`src/rtl/sample_serializer.sv`:
```
// Requests one sample per frame over the generate_next/sample_ready handshake and sends it MSB-first on sclk/lrclk/sdata.
// Build option: define UNDERRUN_MUTE_EN to send silence on underrun instead of repeating the last sample.
module sample_serializer #(
    parameter int SAMPLE_WIDTH   = 16,
    parameter int CLKS_PER_BIT   = 4,
    parameter int BITS_PER_FRAME = 32,
    parameter int TIMEOUT        = 8
) (
    input  logic                    clk,
    input  logic                    reset,
    input  logic                    sample_ready,
    input  logic [SAMPLE_WIDTH-1:0] sample,
    output logic                    generate_next,
    output logic                    sclk,
    output logic                    lrclk,
    output logic                    sdata,
    output logic                    underrun,
    output logic [7:0]              underrun_count
);

    localparam int PW = (CLKS_PER_BIT > 1) ? $clog2(CLKS_PER_BIT) : 1;
    localparam int BW = (BITS_PER_FRAME > 1) ? $clog2(BITS_PER_FRAME) : 1;
    localparam int WW = $clog2(TIMEOUT + 1);
    localparam logic [PW-1:0] PH_LAST = PW'(CLKS_PER_BIT - 1);
    localparam logic [PW-1:0] PH_HALF = PW'(CLKS_PER_BIT / 2);
    localparam logic [BW-1:0] BC_LAST = BW'(BITS_PER_FRAME - 1);
    localparam logic [BW-1:0] BC_HALF = BW'(BITS_PER_FRAME / 2);
    localparam logic [WW-1:0] WAIT_LIMIT = WW'(TIMEOUT);

    typedef enum logic [1:0] {
        IDLE = 2'd0,
        REQ  = 2'd1,
        WAIT = 2'd2
    } state_t;

    state_t                  state_q, state_d;
    logic [PW-1:0]           bit_phase;
    logic [BW-1:0]           bit_cnt;
    logic [WW-1:0]           wait_cnt;
    logic [SAMPLE_WIDTH-1:0] shift_reg;
    logic [SAMPLE_WIDTH-1:0] holding;
    logic [SAMPLE_WIDTH-1:0] last_sample;
    logic [SAMPLE_WIDTH-1:0] repeat_value;
    logic [SAMPLE_WIDTH-1:0] load_value;
    logic                    holding_valid;
    logic                    frame_start;
    logic                    bit_end;
    logic                    capture;

    assign frame_start = (bit_cnt == '0) && (bit_phase == '0);
    assign bit_end     = (bit_phase == PH_LAST);
    assign sclk        = (bit_phase >= PH_HALF);
    assign lrclk       = (bit_cnt >= BC_HALF);
    assign underrun    = frame_start && !holding_valid;

`ifdef UNDERRUN_MUTE_EN
    assign repeat_value = '0;
`else
    assign repeat_value = last_sample;
`endif
    assign load_value = holding_valid ? holding : repeat_value;

    // The shift register is loaded at the end of the frame-start cycle, so the MSB is bypassed during that cycle.
    assign sdata = frame_start ? load_value[SAMPLE_WIDTH-1] : shift_reg[SAMPLE_WIDTH-1];

    always_ff @(posedge clk or negedge reset) begin
        if (!reset) begin
            bit_phase <= '0;
            bit_cnt   <= '0;
        end else if (bit_end) begin
            bit_phase <= '0;
            bit_cnt   <= (bit_cnt == BC_LAST) ? '0 : bit_cnt + 1'b1;
        end else begin
            bit_phase <= bit_phase + 1'b1;
        end
    end

    always_ff @(posedge clk or negedge reset) begin
        if (!reset) begin
            shift_reg      <= '0;
            holding        <= '0;
            last_sample    <= '0;
            holding_valid  <= 1'b1;
            underrun_count <= '0;
        end else begin
            if (frame_start) begin
                shift_reg     <= load_value;
                last_sample   <= load_value;
                holding_valid <= 1'b0;
                if (!holding_valid && underrun_count != 8'hFF)
                    underrun_count <= underrun_count + 8'd1;
            end else if (bit_end) begin
                shift_reg <= {shift_reg[SAMPLE_WIDTH-2:0], 1'b0};
            end
            // Capture only happens in WAIT, which never overlaps a frame start.
            if (capture) begin
                holding       <= sample;
                holding_valid <= 1'b1;
            end
        end
    end

    always_ff @(posedge clk or negedge reset) begin
        if (!reset) begin
            state_q  <= IDLE;
            wait_cnt <= '0;
        end else begin
            state_q <= state_d;
            if (state_q == REQ)
                wait_cnt <= '0;
            else if (state_q == WAIT)
                wait_cnt <= wait_cnt + 1'b1;
        end
    end

    always_comb begin
        state_d       = state_q;
        generate_next = 1'b0;
        capture       = 1'b0;
        case (state_q)
            IDLE: if (frame_start) state_d = REQ;
            REQ: begin
                generate_next = 1'b1;
                state_d       = WAIT;
            end
            WAIT: begin
                if (wait_cnt == WAIT_LIMIT) begin
                    state_d = IDLE;
                end else if (sample_ready) begin
                    capture = 1'b1;
                    state_d = IDLE;
                end
            end
            default: state_d = IDLE;
        endcase
    end

endmodule
```
`config.mk`:
```
export PLATFORM = sky130hd
export DESIGN_NAME = sample_serializer
export DESIGN_NICKNAME = d
export VERILOG_FILES = /design/src/rtl/sample_serializer.sv
export SDC_FILE = /design/constraint.sdc
export NUM_CORES = 1
export LEC_CHECK = 0
export BUFFER_PORTS_ARGS = -buffer_cell sky130_fd_sc_hd__buf_2
export CAP_MARGIN = 20
export CORE_ASPECT_RATIO = 0.9
export CORE_MARGIN = 8
export CORE_UTILIZATION = 30
export CTS_BUF_LIST = sky130_fd_sc_hd__clkbuf_8
export CTS_CLUSTER_DIAMETER = 120
export DETAILED_ROUTE_END_ITERATION = 8
export PLACE_DENSITY = 0.43
export SYNTH_ARGS = -nofsm -noshare
export SYNTH_HDL_FRONTEND = slang
export SYNTH_SLANG_ARGS = --single-unit
export TNS_END_PERCENT = 50
```
`constraint.sdc`:
```
create_clock -name clk -period 2.55 [get_ports clk]
set_clock_uncertainty 0.2 [all_clocks]
set_input_delay 0.1275 -clock clk [delete_from_list [all_inputs] [get_ports clk]]
set_output_delay 0.1275 -clock clk [all_outputs]
set_load 0.02 [all_outputs]
```
==> flow_summary.yaml, run 1 <==
outcome:
  outcome: "finished clean"
yosys:
  synth_area_per_cell_um2: 12.6
  yosysMostFrequentCell: "dfrtp_1"
  synth_top_family_by_area: "multiplexers"
  synth_cell_types: 44
  ys_async_sr_fraction_pct: 100
  yosysSeqAreaShare_pct: 51.9
  synth_fa_ha_area_share_pct: 4.82
  syn_inst: 269
  synth-edff-count: 0
  synthMuxAreaShare_pct: 19.7
  syn-num-nets: 301
  syn_area_mm2: 0.00338
  synth-compound-area-share_pct: 8.86
  yosysTopAreaCellShare_pct: 51.1
  synthTopCellsByArea: "dfrtp_1, mux2_2, mux2i_1"
  ys_warn_count: 0
  synth_xor_area_share_pct: 1.04
  synthSimpleGateAreaFrac_pct: 10.2
  synth_top_area_cell: "dfrtp_1"
  ys_ff_latch: 70
  synth_commonest_cells: "dfrtp_1, mux2_2, mux2i_1"
  synth_flop_cell: "dfrtp_1"
placement:
  dpl_worst_slack_ns: 0.461
  gp_congestion: 0.744
  hpwl_um: 4120
  io_buffers: 31
setup_path:
  cp.arrival_ns: 2.03
  endpoint_kind: "output pin"
  crit_fanout: 34
  setup.worst_path.start: "bit_cnt[0]"
  start_kind: "flip-flop"
  r2r-start: "bit_cnt[0]"
  r2r_slack_ns: 0.47
  path_class: "flip-flop to output pin"
  cp.required_ns: 2.22
timing:
  finalHoldViolations: 0
  drv_slew: 0
  tightest_slew_ns: 0.383
  rsz0062_at_grt: "no"
  finalWorstSetupSlack_ns: 0.193
  maxClockFrequency_ghz: 0.424
  finalSetupTns_ns: 0
  whs_ns: 0.123
  post-route-min-period_ns: 2.36
  finalCritPeriodShare_pct: 92.4
  max_slew_margin_pct: 74.5
  finalSetupViolCount: 0
route:
  drt-initial-drc-count: 78
  wl_um: 6320
  drc: 0
  routed-via-count: 2112
  postRouteAntennaNets: 0
  wl_per_cell_um: 13.3
  post_drt_via_cell_ratio: 4.46
  drt_pass1_iterations: 3
final_layout:
  nNetsFinal: 351
  antennaDiodeCount: 0
  area_delta_synth_final_pct: 19.5
  drive_gt1_share_pct: 31.4
grt:
  grt_pass1_vias: 2314
  grt-ovfl-total: 0
  grt_pass1_wl_um: 11000
  grt_usage_pct: 9.29
  grt_max_degree: 71
  antenna_found_initial: 0
cts:
  numCtsBuffers: 9
  clk_path_buf_depth: 2
  htreeDepth: 3
  postCtsResizedCells: 0
  cts_sinks: 70
  clockRootBuffer: "clkbuf_8"
  path_clk_slew_ns: 0.07
  insertion_delay_ns: 0.33
  tritoncts: "built"
flow_run:
  max_cap_violations: 0
worst_hold_path:
  min_from: "sample_ready"
  hp-class: "primary input to flip-flop"
pwr:
  switching_share_pct: 28.9
  irDropWorstVdd_uv: 288
  power_switching_w: 0.000822
  p_comb_share_pct: 20.0
  powerDensity_mw_per_mm2: 704
  p_int_w: 0.00202
  leakage_nw: 1.88
  pwr-share-seq_pct: 51.7
  power_frac_clock_pct: 28.3
die:
  fp.dieH_um: 117
  dieArea_mm2: 0.0149
  num_rows: 36
  dieWidth_um: 128
  io_pins: 32
  core-area_mm2: 0.0109
  start_util_pct: 31.0
-- cells by family (layout without fill, tap and decap cells) --
logic type / Yosys count / count (layout)
compound gates: 46 / 46
xor+xnor: 4 / 4
fa+ha+maj: 13 / 13
buf+inv: 24 / 77
flops: 70 / 70
mux: 58 / 58
simple gates: 54 / 54
-- repair_timing --
action	CTS	global route
hold buffers	17	0
hold endpoints to repair	86	0
buffers inserted	0	0
-- metal layers --
layer	vias to the layer above	GRT usage, %	share of wire [%]
li1	1053	-	-
met1	1026	11.3	49
met2	24	15.1	46
met3	9	2.83	3.3
met4	0	3.88	1.6
met5	-	0	0
-- cell type report --
class / instances / area, um^2
repair buffers: 53 / 375
clock inverters: 2 / 8.76
inverters: 10 / 37.5
flip-flops and latches: 70 / 1750
fillers: 1136 / 6860
clock buffers: 12 / 165
multi-input cells: 175 / 1510
well taps: 152 / 190
-- final timing paths --
path / end / depth (start not counted)
setup / recovery: underrun / 7
hold / removal: holding_valid / 4
setup reg to reg: underrun_count[6] / 6
hold reg to reg: bit_phase[0] / 1
max in group asynchronous: holding_valid / 3
min in group asynchronous: wait_cnt[1] / 3
-- power groups by stage --
stage	clock network [W]	registers, W	logic, W
finish	0.000806	0.00147	0.000568
global placement	0	0.00150	0.000562
global route	0.000889	0.00150	0.000643
detailed placement	0	0.00150	0.000568
CTS	0.000850	0.00148	0.000587
floorplan	0	0.00142	0.000462
-- worst max-delay path: stages (launching register included) --
cell     delay [ns]
dfrtp_1        0.41
inv_1          0.11
ha_1           0.14
nor2b_2        0.16
nand3_2        0.20
buf_4          0.31
nor2_1         0.16
buf_2          0.19
-- stage by stage --
step | instance area (um^2) | total power, W | cells | utilization (%)
detailed placement | 3690 | 0.00207 | 443 | 33.9
floorplan | 3380 | 0.00189 | 269 | -
finish | 4040 | 0.00284 | 474 | 37.0
global placement | 3690 | 0.00206 | 443 | 33.9
global route | 4040 | 0.00303 | 474 | 37.0
CTS | 4040 | 0.00291 | 474 | 37.0
-- layout by cell type (no fill, tap or decap), types with 2 or more instances in the layout --
cell	synthesis	layout
mux2i_1	19	19
nor2b_1	14	14
nand2b_1	4	4
nand3_1	5	5
ha_1	13	13
nand2_1	10	10
inv_1	10	11
a31oi_1	2	2
dlygate4sd3_1	0	17
nor2_1	4	4
clkbuf_8	0	12
xor2_1	4	4
buf_4	1	4
dfrtp_1	69	69
o31ai_1	2	2
a211oi_1	14	14
buf_2	7	31
o21ai_0	7	7
mux2_2	29	29
a21oi_1	14	14
mux2_4	10	10
nor4b_2	2	2
o21a_1	2	2
and3_1	2	2
Power figures use the tool's default switching activity.
==> inputs of run 2 (changes only) <==
--- a/config.mk
+++ b/config.mk
@@ -14,6 +14,7 @@
 export CTS_CLUSTER_DIAMETER = 120
 export DETAILED_ROUTE_END_ITERATION = 8
 export PLACE_DENSITY = 0.43
+export RECOVER_POWER = 100
 export SYNTH_ARGS = -nofsm -noshare
 export SYNTH_HDL_FRONTEND = slang
 export SYNTH_SLANG_ARGS = --single-unit
==> run 2 against run 1 <==
Compared with the run above:
- the flow now finishes with violations (max-capacitance violations, max-slew violations)
- via count up 0.52%
- register-to-register slack got worse by 0.08 ns
- wire length shrank 0.95%
- highest routed layer unchanged
- critical path depth unchanged
- design area shrank 2.6%
- utilization shrank 0.95 points
- clock power is essentially flat
==> flow_summary.yaml, run 2 (synthesized netlist as in run 1, its figures left out) <==
placement:
  io_buffers: 31
  dp_cells: 443
  gp_congestion: 0.744
  hpwl_um: 4120
  place_area_mm2: 0.00369
cts:
  path_clk_slew_ns: 0.07
  numCtsBuffers: 9
  clockRootBuffer: "clkbuf_8"
  cts_sinks: 70
  postCtsResizedCells: 0
  htreeDepth: 3
  post-cts-setup-buffer-count: 0
  clk_path_buf_depth: 2
  hold_buffers: 17
  tritoncts: "built"
  insertion_delay_ns: 0.33
timing:
  drv_slew: 71
  finalCritPeriodShare_pct: 93.1
  finalSetupTns_ns: 0
  max_slew_margin_pct: -16.8
  post-route-min-period_ns: 2.37
  maxClockFrequency_ghz: 0.421
  finalSetupViolCount: 0
  tightest_slew_ns: 1.75
  finalHoldViolations: 0
  whs_ns: 0.118
  rsz0062_at_grt: "no"
die:
  io_pins: 32
  dieArea_mm2: 0.0149
  start_util_pct: 31.0
  dieWidth_um: 128
  num_rows: 36
  fp.dieH_um: 117
  core-area_mm2: 0.0109
final_layout:
  antennaDiodeCount: 0
  layout_commonest_cell: "dfrtp_1"
  final_cells: 474
  multi_input_area_mm2: 0.00144
  finalInstanceArea_mm2: 0.00393
  n_fill_cell: 1150
  nNetsFinal: 351
  final_cell_mix: "dfrtp_1, mux2_2, mux2i_1"
  drive_gt1_share_pct: 23.0
  seqCellArea_mm2: 0.00175
  area_delta_synth_final_pct: 16.5
setup_path:
  r2r_cells: 6
  path_delay_family: "buffers and inverters"
  start_kind: "flip-flop"
  cp.depth: 7
  cp.arrival_ns: 2.05
  r2r-start: "bit_cnt[0]"
  path_class: "flip-flop to output pin"
  cp_cell_sequence: "inv_1 -> ha_1 -> nor2b_1 -> nand3_2 -> buf_4 -> nor2_1 -> clkbuf_2"
  cp_num_buf_inv: 3
  rr_endpoint: "last_sample[13]"
  cp.required_ns: 2.22
  setup.worst_path.start: "bit_cnt[0]"
  r2r_slack_ns: 0.39
  critPathSlowestCell: "dfrtp_1"
  crit_fanout: 34
  cpPeakStageDelay_ns: 0.41
  endpoint_kind: "output pin"
outcome:
  outcome: "finished, violations left"
  failed_checks: "max-capacitance violations, max-slew violations"
route:
  drc: 0
  post_drt_via_cell_ratio: 4.48
  wl_um: 6260
  wl_per_cell_um: 13.2
  drt_pass1_iterations: 3
  routed-via-count: 2123
  postRouteAntennaNets: 0
  drt-initial-drc-count: 88
grt:
  grt_pass1_vias: 2314
  antenna_found_initial: 0
  grt-ovfl-total: 0
  grt_pass1_wl_um: 11000
  grt_usage_pct: 9.29
  grt_max_degree: 71
pwr:
  irDropWorstVdd_uv: 287
  power_w: 0.00282
  leakage_nw: 1.79
  powerDensity_mw_per_mm2: 717
worst_hold_path:
  hold_depth: 3
  hp-class: "primary input to flip-flop"
  min_to: "state_q[1]"
  min_from: "sample_ready"
flow_run:
  max_cap_violations: 1
-- run 2: layout make-up --
type | instances | area share (%)
Clock buffer | 12 | 4.20
Clock inverter | 2 | 0.223
Inverter | 10 | 0.955
Multi-Input combinational cell | 175 | 36.6
Sequential cell | 70 | 44.6
Tap cell | 152 | 4.84
Timing Repair Buffer | 53 | 8.65
-- run 2: worst reg2reg max path, stage by stage, from the launching register on --
cell and delay (ns):
dfrtp_1 0.41, inv_1 0.11, ha_1 0.14, nor2b_1 0.18
and3_1 0.29, nand2_2 0.31, mux2_1 0.41
-- run 2: how the worst max path moves through the flow --
| stage | to | slack [ns] |
|---|---|---|
| floorplan | underrun_count[4] | 0.68 |
| global placement | underrun_count[5] | 0.52 |
| detailed placement | underrun_count[5] | 0.46 |
| CTS | underrun | 0.16 |
| global route | underrun | 0.03 |
| finish | underrun | 0.18 |
-- run 2: per-stage QoR --
| step | utilization [%] | setup slack [ns] |
|---|---|---|
| 6_report | 36.1 | 0.176 |
| 5_1_grt | 36.1 | 0.0276 |
| 4_1_cts | 37.0 | 0.160 |
| 3_5_place_dp | 33.9 | 0.461 |
| 3_3_place_gp | 33.9 | 0.516 |
| 2_1_floorplan | - | 0.676 |
-- run 2: report_power, final --
| group | internal, W | switching (W) | total (W) |
|---|---|---|---|
| sequential | 0.00130 | 0.000164 | 0.00146 |
| clock | 0.000418 | 0.000386 | 0.000803 |
| combinational | 0.000294 | 0.000259 | 0.000553 |
-- run 2: per-layer routing --
metal | share of wire, % | track usage, %
met1 | 49 | 11.3
met2 | 46 | 15.1
met4 | 1.8 | 3.88
met3 | 3.4 | 2.83
met5 | 0 | 0
==> inputs of run 3 (changes only) <==
--- a/config.mk
+++ b/config.mk
@@ -14,7 +14,7 @@
 export CTS_CLUSTER_DIAMETER = 120
 export DETAILED_ROUTE_END_ITERATION = 8
 export PLACE_DENSITY = 0.43
-export RECOVER_POWER = 100
+export RECOVER_POWER = 25
 export SYNTH_ARGS = -nofsm -noshare
 export SYNTH_HDL_FRONTEND = slang
 export SYNTH_SLANG_ARGS = --single-unit
==> run 3 against run 2 <==
Compared with the run above:
- the flow still finishes with violations (max-capacitance violations, max-slew violations)
- first-iteration DRC count shrank 11%
- via count shrank 0.52%
- largest power group unchanged
- register-to-register slack better by 0.08 ns
- highest routed layer unchanged
- die area stayed put
- combinational power grew 2%
==> flow_summary.yaml, run 3 (synthesized netlist as in run 1, its figures left out) <==
cts:
  htreeDepth: 3
  clk_path_buf_depth: 2
  cts_sinks: 70
  clockRootBuffer: "clkbuf_8"
  numCtsBuffers: 9
  insertion_delay_ns: 0.33
  postCtsResizedCells: 0
  tritoncts: "built"
  path_clk_slew_ns: 0.07
pwr:
  p_comb_share_pct: 19.9
  powerDensity_mw_per_mm2: 706
  switching_share_pct: 28.9
  pwr-share-seq_pct: 51.7
  p_int_w: 0.00202
  irDropWorstVdd_uv: 288
  leakage_nw: 1.87
  power_frac_clock_pct: 28.4
  power_switching_w: 0.000821
placement:
  gp_congestion: 0.744
  io_buffers: 31
  dpl_worst_slack_ns: 0.461
  dp_cells: 443
  hpwl_um: 4120
final_layout:
  area_delta_synth_final_pct: 19.1
  final_cell_mix: "dfrtp_1, buf_2, mux2_2"
  drive_gt1_share_pct: 31.4
  layout_commonest_cell: "dfrtp_1"
  final_cells: 474
  antennaDiodeCount: 0
  nNetsFinal: 351
timing:
  post-route-min-period_ns: 2.36
  finalWorstSetupSlack_ns: 0.193
  finalSetupViolCount: 0
  max_slew_margin_pct: -16.2
  drv_slew: 71
  finalSetupTns_ns: 0
  finalCritPeriodShare_pct: 92.4
  rsz0062_at_grt: "no"
  maxClockFrequency_ghz: 0.424
  finalHoldViolations: 0
  tightest_slew_ns: 1.74
setup_path:
  endpoint_kind: "output pin"
  path_class: "flip-flop to output pin"
  setup.worst_path.start: "bit_cnt[0]"
  r2r_slack_ns: 0.47
  crit_fanout: 34
  cp.arrival_ns: 2.03
  cp.required_ns: 2.22
  r2r-start: "bit_cnt[0]"
  start_kind: "flip-flop"
route:
  routed-via-count: 2112
  wl_um: 6320
  drt_pass1_iterations: 3
  postRouteAntennaNets: 0
  drc: 0
  drt-initial-drc-count: 78
  post_drt_via_cell_ratio: 4.46
  wl_per_cell_um: 13.3
worst_hold_path:
  min_from: "sample_ready"
  hp-class: "primary input to flip-flop"
grt:
  antenna_found_initial: 0
  grt_pass1_vias: 2314
  grt_pass1_wl_um: 11000
  grt-ovfl-total: 0
  grt_max_degree: 71
  grt_usage_pct: 9.29
die:
  io_pins: 32
  dieWidth_um: 128
  dieArea_mm2: 0.0149
  num_rows: 36
  fp.dieH_um: 117
  start_util_pct: 31.0
  core-area_mm2: 0.0109
outcome:
  outcome: "finished, violations left"
  failed_checks: "max-capacitance violations, max-slew violations"
flow_run:
  max_cap_violations: 1
==> run 3: changes by cell type in the layout (fill, tap and decap cells not counted), sizes merged <==
cell,previous run,this run
clkbuf,28,13
buf,20,35
==> run 3: power groups by stage <==
stage / Combinational [W] / Sequential, W / Clock [W]
after floorplan: 0.000462 / 0.00142 / 0
after global placement: 0.000562 / 0.00150 / 0
after detailed placement: 0.000568 / 0.00150 / 0
after CTS: 0.000587 / 0.00148 / 0.000850
after global routing: 0.000640 / 0.00150 / 0.000889
final: 0.000565 / 0.00147 / 0.000806
==> run 3: layout make-up <==
class | count | area [um^2]
Fill cell | 1137 | 6880
Sequential cell | 70 | 1750
Clock inverter | 2 | 8.76
Inverter | 10 | 37.5
Clock buffer | 12 | 165
Tap cell | 152 | 190
Multi-Input combinational cell | 175 | 1510
Timing Repair Buffer | 53 | 360
==> run 3: critical path: stages (launching register included) <==
cell	delay (ns)
dfrtp_1	0.41
inv_1	0.11
ha_1	0.14
nor2b_2	0.16
nand3_2	0.20
buf_4	0.31
nor2_1	0.16
buf_2	0.19
==> run 3: layer usage <==
metal | routed length [um] | global-route usage (%) | up-vias
met1 | 3090 | 11.3 | 1026
met3 | 209 | 2.83 | 9
li1 | - | - | 1053
met2 | 2920 | 15.1 | 24
met5 | 0 | 0 | -
met4 | 103 | 3.88 | 0
==> run 3: path summary, 6_finish.rpt <==
| check | to | depth (start not counted) |
|---|---|---|
| max | underrun | 7 |
| min | holding_valid | 4 |
| max reg2reg | underrun_count[6] | 6 |
| min reg2reg | bit_phase[0] | 1 |
| max in group asynchronous | holding[3] | 3 |
| min in group asynchronous | wait_cnt[1] | 3 |
==> run 3: timing repair <==
action / in CTS / in global routing
setup buffers: 0 / 0
hold buffers: 17 / 0
hold endpoints to repair: 86 / 0
==> run 3: stage by stage <==
stage          total power [W]  instance area, um^2  utilization, %  hold WS [ns]
6_report               0.00284                 4020            36.9         0.123
5_1_grt                0.00303                 4020            36.9         0.109
4_1_cts                0.00291                 4040            37.0         0.106
3_5_place_dp           0.00207                 3690            33.9      -0.00609
3_3_place_gp           0.00206                 3690            33.9      -0.00689
2_1_floorplan          0.00189                 3380               -        -0.368
